<file path="config.mk">
export PLATFORM = sky130hd
export DESIGN_NAME = conv_encoder_framer
export DESIGN_NICKNAME = d
export VERILOG_FILES = /design/src/rtl/conv_encoder_framer.sv
export SDC_FILE = /design/constraint.sdc
export NUM_CORES = 1
export LEC_CHECK = 0
export CAP_MARGIN = 20
export CORE_AREA = 2 2 39 41
export DETAILED_ROUTE_END_ITERATION = 6
export DIE_AREA = 0 0 41 43
export GPL_ROUTABILITY_DRIVEN = 0
export PLACE_DENSITY = 0.66
export SETUP_SLACK_MARGIN = 0.4
export SLEW_MARGIN = 20
export SYNTH_ARGS = -nofsm -noshare
export SYNTH_HDL_FRONTEND = slang
export SYNTH_SLANG_ARGS = --single-unit
export TNS_END_PERCENT = 50
</file>
<file path="constraint.sdc">
create_clock -name clk -period 1.55 [get_ports clk]
set_clock_uncertainty 0.15 [all_clocks]
set_input_delay 0.3875 -clock clk [delete_from_list [all_inputs] [get_ports clk]]
set_output_delay 0.3875 -clock clk [all_outputs]
set_load 0.02 [all_outputs]
</file>
<file path="src/rtl/conv_encoder_framer.sv">
// Rate-1/2, K=3 convolutional encoder with fixed-length framing and registered valid/ready output.
// Define CONV_ENC_TAIL_EN to append two zero tail symbols per frame; otherwise the state is flushed on the last data bit.
module conv_encoder_framer #(
  parameter int unsigned FRAME_LEN = 8,
  parameter logic [2:0]  G1        = 3'b111,
  parameter logic [2:0]  G0        = 3'b101
) (
  input  logic       clk,
  input  logic       reset,
  input  logic       in_bit,
  input  logic       in_valid,
  output logic       in_ready,
  output logic [1:0] y,
  output logic       out_valid,
  input  logic       out_ready,
  output logic       sof,
  output logic       eof
);

  localparam int unsigned     CW       = $clog2(FRAME_LEN + 1);
  localparam logic [CW-1:0]   LAST_CNT = CW'(FRAME_LEN - 1);
  localparam logic [5:0]      GEN      = {G1, G0};

  localparam logic [1:0] S_IDLE = 2'd0;
  localparam logic [1:0] S_DATA = 2'd1;
`ifdef CONV_ENC_TAIL_EN
  localparam logic [1:0] S_TAIL = 2'd2;
`endif

  logic [1:0]    state_q, state_d;
  logic [CW-1:0] bit_cnt_q, bit_cnt_d;
  logic          d1_q, d1_d, d2_q, d2_d;
  logic [1:0]    y_q, y_d;
  logic          valid_q, valid_d;
  logic          sof_q, sof_d;
  logic          eof_q, eof_d;
  logic          slot_free, accept, last_bit, enc_x;
  logic [2:0]    taps;
  logic [1:0]    sym;
`ifdef CONV_ENC_TAIL_EN
  logic          tail_q, tail_d;
  logic          tail_load;
`endif

  assign slot_free = !valid_q || out_ready;
`ifdef CONV_ENC_TAIL_EN
  assign in_ready  = !reset && slot_free && (state_q != S_TAIL);
  assign tail_load = (state_q == S_TAIL) && slot_free;
`else
  assign in_ready  = !reset && slot_free;
`endif
  assign accept    = in_valid && in_ready;
  assign last_bit  = (bit_cnt_q == LAST_CNT);

  // Tail symbols are encoded with x forced to zero.
  assign enc_x = accept & in_bit;
  assign taps  = {enc_x, d1_q, d2_q};

  for (genvar gi = 0; gi < 2; gi++) begin : g_sym
    assign sym[gi] = ^(GEN[gi*3 +: 3] & taps);
  end

  always_comb begin
    state_d   = state_q;
    bit_cnt_d = bit_cnt_q;
    d1_d      = d1_q;
    d2_d      = d2_q;
    y_d       = y_q;
    valid_d   = valid_q;
    sof_d     = sof_q;
    eof_d     = eof_q;
`ifdef CONV_ENC_TAIL_EN
    tail_d    = tail_q;
`endif
    if (accept) begin
      y_d     = sym;
      valid_d = 1'b1;
      sof_d   = (state_q == S_IDLE);
      eof_d   = 1'b0;
      d1_d    = in_bit;
      d2_d    = d1_q;
      if (last_bit) begin
        bit_cnt_d = '0;
`ifdef CONV_ENC_TAIL_EN
        state_d   = S_TAIL;
        tail_d    = 1'b0;
`else
        state_d   = S_IDLE;
        eof_d     = 1'b1;
        d1_d      = 1'b0;
        d2_d      = 1'b0;
`endif
      end else begin
        state_d   = S_DATA;
        bit_cnt_d = bit_cnt_q + 1'b1;
      end
    end
`ifdef CONV_ENC_TAIL_EN
    else if (tail_load) begin
      y_d     = sym;
      valid_d = 1'b1;
      sof_d   = 1'b0;
      eof_d   = tail_q;
      d1_d    = 1'b0;
      d2_d    = d1_q;
      tail_d  = !tail_q;
      if (tail_q) begin
        state_d = S_IDLE;
      end
    end
`endif
    else if (out_ready) begin
      valid_d = 1'b0;
      sof_d   = 1'b0;
      eof_d   = 1'b0;
    end
  end

  always_ff @(posedge clk) begin
    if (reset) begin
      state_q   <= S_IDLE;
      bit_cnt_q <= '0;
      d1_q      <= 1'b0;
      d2_q      <= 1'b0;
      y_q       <= 2'b00;
      valid_q   <= 1'b0;
      sof_q     <= 1'b0;
      eof_q     <= 1'b0;
`ifdef CONV_ENC_TAIL_EN
      tail_q    <= 1'b0;
`endif
    end else begin
      state_q   <= state_d;
      bit_cnt_q <= bit_cnt_d;
      d1_q      <= d1_d;
      d2_q      <= d2_d;
      y_q       <= y_d;
      valid_q   <= valid_d;
      sof_q     <= sof_d;
      eof_q     <= eof_d;
`ifdef CONV_ENC_TAIL_EN
      tail_q    <= tail_d;
`endif
    end
  end

  assign y         = y_q;
  assign out_valid = valid_q;
  assign sof       = sof_q;
  assign eof       = eof_q;

endmodule

</file>
==> out/results.txt, run 1 <==
outcome: finished, final reports clean
WP data arrival: 0.92 ns
Hold Fails Final Rpt: 0
Clock Tree Root: clkbuf_4
Initial DRC Count: 14
most common cell after layout, fill and taps aside: buf_4
Layout fillers: 106
Initial Util: 39.9%
critical path class: register to output pin
Layout area overhead: 62.4%
routed vias: 519
GR Overflow Total: 0
Mapped Area: 552 µm²
pwr dens: 809 mW/mm²
Yosys reg bits: 12
max-cap viol count: 0
clk_lat worst skew: 0.27 ns
synthesized area per cell: 9.51 µm²
initial antenna violation count: 0
DRT antenna net count: 0
final worst-path cycle share: 93.9%
DR pass1 iterations: 4
pre-CTS WS: -0.625 ns
leading area contributor after synthesis: dfxtp_1
drt wl/cell: 13.3 µm
Util after Layout: 64.7%
Tmin final: 1.46 ns
normalized max-slew margin: 83.8%
CTS H-Tree Depth: 1
core box area: 0.00138 mm²
largest net degree at the start of global routing: 10
Critical path origin: out_valid
Hold Startpoint: in_bit
critical path endpoint category: output pin
Slew @ Worst Pin: 0.242 ns
CTS Buf Count: 3
clk buf depth: 2
hold slack final: 0.312 ns
register area share after synthesis: 43.5%
RSZ-0062 raised after global routing: true
commonest non-fill, non-tap cells in the layout: buf_4 (12), buf_6 (9), dfxtp_2 (7)
I/O Buffers: 10
first-pass GRT wire length: 2.10 mm
WP data required: 1.01 ns
number of inserted diodes: 0
die width: 41 µm
Rows: 14
Mapped Nets: 64
GRT Total Usage: 18.1%
ys flop type: dfxtp_1
hold_buf cts: 0
vias per cell: 5.14
Clock Sinks: 12
IO Count: 11
Worst path max stage delay: 0.32 ns
fmax: 687 MHz
Yosys top cell area share: 43.5%
vias in the first global route: 510
CTS tree: yes
CP cell instances: nor2b_4, nor2_2, buf_6
final setup violation count: 0
Reg2Reg Launch Point: out_valid
total wire length: 1.34 mm
largest fanout on the critical path: 2
Final Max Slew Viols: 0
HP Class: input port to register
Async SR Flop Fraction: 0%
Critical Path Slowest Stage Cell: dfxtp_2
die area: 0.00176 mm²
largest cells by area after synthesis: dfxtp_1 (44%), o211ai_1 (5.4%), a21oi_1 (4.5%)
final worst slack: 0.0949 ns
nets: 92
maximum vdd drop: 0.742 mV
layout cells sized above 1: 54.1%
post-synthesis cell count: 58
die height: 43 µm
YS warnings: 0
number of flops mapped to enable cells by yosys: 0
Setup crit start kind: register
final setup TNS: 0 ns
Leakage: 0.393 nW
Reg clk slew, reported paths: 0.08 ns
Synth cell types: 30
DRC errors left: 0
-- metal layers --
layer  share of wire, %  up-vias  global-route usage, %  wire, µm
met1                 46      241                   24.4       621
met3                1.9        4                   4.71        25
met4                2.3        0                   8.00        31
met2                 49        5                   26.3       662
li1                   -      269                      -         -
met5                  0        -                      0         0
-- logic make-up (layout without fill, tap and decap cells) --
kind of cell	count (synthesis)	in the layout	share of synthesized area, %
muxes	1	1	1.81
and+or+nand+nor	18	18	21.8
xor gates and xnor gates	2	2	3.18
buffers and inverters	5	32	4.99
AOI/OAI and AO/OA	19	19	22.4
adders and majority gates	1	1	2.27
DFF	12	12	43.5
-- worst paths after layout --
kind / endpoint / slack, ns / depth (start not counted)
max: in_ready / 0.09 / 3
min: d1_q / 0.31 / 3
max reg2reg: state_q[0] / 0.17 / 4
min reg2reg: bit_cnt_q[2] / 0.34 / 1
-- power by group --
part           leakage, nW  switching [W]  total [W]  internal (W)
Sequential           0.101      0.0000106   0.000335      0.000324
Clock               0.0210       0.000109   0.000252      0.000143
Combinational        0.271      0.0000636   0.000138     0.0000746
-- synth_stat cells (all sizes together), types with 2 or more instances --
master / count
nand3: 2
nor2b: 2
o211ai: 4
inv: 3
buf: 2
nand2: 2
nand4: 2
a21oi: 6
or3: 3
nor2: 2
o21ai: 5
dfxtp: 12
-- state kept, by name (all words and copies together), names as in the netlist --
register,flops
bit_cnt_q,4
d1_q,1
d2_q,1
eof,1
out_valid,1
sof,1
state_q,1
y,2
-- worst max-delay path, delay by kind of cell (launching register included) --
kind	cells	cell delay [ns]
simple gates	2	0.20
buf+inv	1	0.12
flops	1	0.32
-- metrics by stage --
| stage | total power (W) | std cells | instance area, µm² |
|---|---|---|---|
| after floorplan | 0.000395 | 58 | 563 |
| after global placement | 0.000451 | 94 | 754 |
| after detailed placement | 0.000453 | 94 | 754 |
| after CTS | 0.000713 | 101 | 841 |
| after global routing | 0.000756 | 101 | 896 |
| final | 0.000724 | 101 | 896 |
-- final cells by class --
class | count | area (µm²) | share of cell area, %
inverter | 3 | 15.0 | 1.68
tap | 16 | 20.0 | 2.23
multi-input combinational | 41 | 343 | 38.3
timing repair buffer | 25 | 233 | 26.0
clock buffer | 4 | 36.3 | 4.05
sequential | 12 | 249 | 27.8
-- timing repair --
item	4_1_cts	5_1_grt
setup endpoints to repair	18	18
pin swaps	1	0
buffers inserted	3	0
cloned	0	0
resized for setup	50	11
Power figures use the tool's default switching activity.
==> inputs of run 2 (changes only) <==
Settings changed: DONT_BUFFER_PORTS set to 1, PLACE_DENSITY 0.66 to unset.
==> run 2 against run 1 <==
Net effect:
- global-route usage decreased by 2.3 points
- largest power group unchanged
- critical path type unchanged
- count of clock-buffer cells in the layout unchanged
- setup slack got worse by 0.018 ns
- register-to-register slack worse by 0.08 ns
==> out/results.txt, run 2 (synthesis gave the netlist of run 1 again) <==
outcome: finished, final reports clean
sw power: 0.000157 W
number of inserted diodes: 0
pwr dens: 994 mW/mm²
WP data required: 1.01 ns
Final Max Slew Viols: 0
DRT antenna net count: 0
Hold Fails Final Rpt: 0
Reg2Reg Launch Point: out_valid
Slew @ Worst Pin: 0.279 ns
fmax: 679 MHz
WP data arrival: 0.94 ns
hold path depth: 1
DR pass1 iterations: 2
Logic pwr share: 9.1%
Clock power frac: 38.5%
routed vias: 432
Initial DRC Count: 2
nets: 70
Rows: 14
Pwr Total: 0.000648 W
multi-input logic area: 309 µm²
Clock Sinks: 12
die height: 43 µm
sequential power share: 52.4%
critical path class: register to output pin
GRT Total Usage: 15.8%
Pint: 0.000491 W
vias per cell: 5.47
Biggest register: bit_cnt_q
Initial Util: 39.9%
I/O Buffers: 0
Hold Startpoint: reset
Tmin final: 1.47 ns
RSZ-0062 raised after global routing: true
total wire length: 1.12 mm
max-cap viol count: 0
final setup violation count: 0
FF-to-FF End: state_q[0]
Layout area overhead: 18.1%
IO Count: 11
normalized max-slew margin: 81.3%
vias in the first global route: 427
Reg clk slew, reported paths: 0.08 ns
clk_lat worst skew: 0.27 ns
CTS Buf Count: 3
die width: 41 µm
drt wl/cell: 14.2 µm
flop2flop setup slack: 0.09 ns
GR Overflow Total: 0
CTS H-Tree Depth: 1
maximum vdd drop: 0.539 mV
HPWL after detailed placement: 802 µm
commonest non-fill, non-tap cells in the layout: dfxtp_1 (8), a21oi_1 (5), o211ai_1 (4)
Clock Tree Root: clkbuf_4
Sw Ratio: 24.3%
core box area: 0.00138 mm²
Setup crit start kind: register
DRC errors left: 0
Critical Path Slowest Stage Cell: dfxtp_4
CTS tree: yes
Worst R2R Path Depth: 4
most common cell after layout, fill and taps aside: dfxtp_1
first-pass GRT wire length: 1.86 mm
CP cell instances: nor2b_4, nor2_4
layout cells sized above 1: 28.6%
final worst-path cycle share: 95.1%
final setup TNS: 0 ns
Layout fillers: 134
clk buf depth: 2
die area: 0.00176 mm²
WP buf/inv: 0
initial antenna violation count: 0
largest fanout on the critical path: 5
endpoint of the worst hold path: bit_cnt_q[0]
Leakage: 0.254 nW
largest net degree at the start of global routing: 12
HP Class: input port to register
critical path endpoint category: output pin
Worst path max stage delay: 0.38 ns
crit-path leading delay family: flip-flops
Largest register FFs: 4
FF+latch area: 250 µm²
[run 2: worst reg2reg max path, stage by stage (launching register included)]
cell	delay (ns)
dfxtp_4	0.38
nor2b_4	0.14
buf_4	0.16
or3_4	0.39
o211a_1	0.13
[run 2: how the worst max path moves through the flow]
stage,from,to,slack (ns),depth (start not counted)
after floorplan,out_valid,state_q[0],0.18,4
after detailed placement,bit_cnt_q[0],state_q[0],0.11,4
after CTS,out_valid,in_ready,0.07,2
after global routing,out_valid,in_ready,0.04,2
final,out_valid,in_ready,0.08,2
after global placement,bit_cnt_q[0],state_q[0],0.14,4
[run 2: timing repair]
item | in CTS | in global routing
setup buffers | 1 | 0
gates resized for setup | 8 | 1
endpoints found under the setup margin | 18 | 18
hold buffers | 0 | 1
hold endpoints to repair | 0 | 1
[run 2: through the flow]
stage	std cells	hold slack, ns	instance area (µm²)	setup WS (ns)	utilization (%)
6_report	79	0.0185	652	0.0766	47.1
5_1_grt	79	0.00889	652	0.0432	47.1
4_1_cts	78	0.00423	641	0.0651	46.3
3_5_place_dp	73	0.304	572	0.113	41.3
3_3_place_gp	73	0.303	572	0.142	41.3
2_1_floorplan	58	0.300	563	0.183	-
[run 2: per-layer routing]
| metal | vias to the layer above | routed length [µm] | track usage, % |
|---|---|---|---|
| li1 | 227 | - | - |
| met4 | 0 | 19 | 10.0 |
| met1 | 198 | 575 | 24.2 |
| met3 | 2 | 43 | 3.66 |
| met5 | - | 0 | 0 |
| met2 | 5 | 481 | 19.1 |
[run 2: layout make-up]
| cell class | count | share of cell area, % |
|---|---|---|
| tap | 16 | 3.07 |
| clock buffer | 4 | 5.57 |
| inverter | 3 | 1.73 |
| sequential | 12 | 38.4 |
| multi-input combinational | 41 | 47.4 |
| timing repair buffer | 3 | 3.84 |
[run 2: power by group through the flow]
stage          registers (W)  clock network [W]  logic [W]
2_1_floorplan       0.000346                  0  0.0000493
3_3_place_gp        0.000348                  0  0.0000517
3_5_place_dp        0.000349                  0  0.0000521
4_1_cts             0.000339           0.000261  0.0000570
5_1_grt             0.000342           0.000269  0.0000664
6_report            0.000340           0.000249  0.0000592
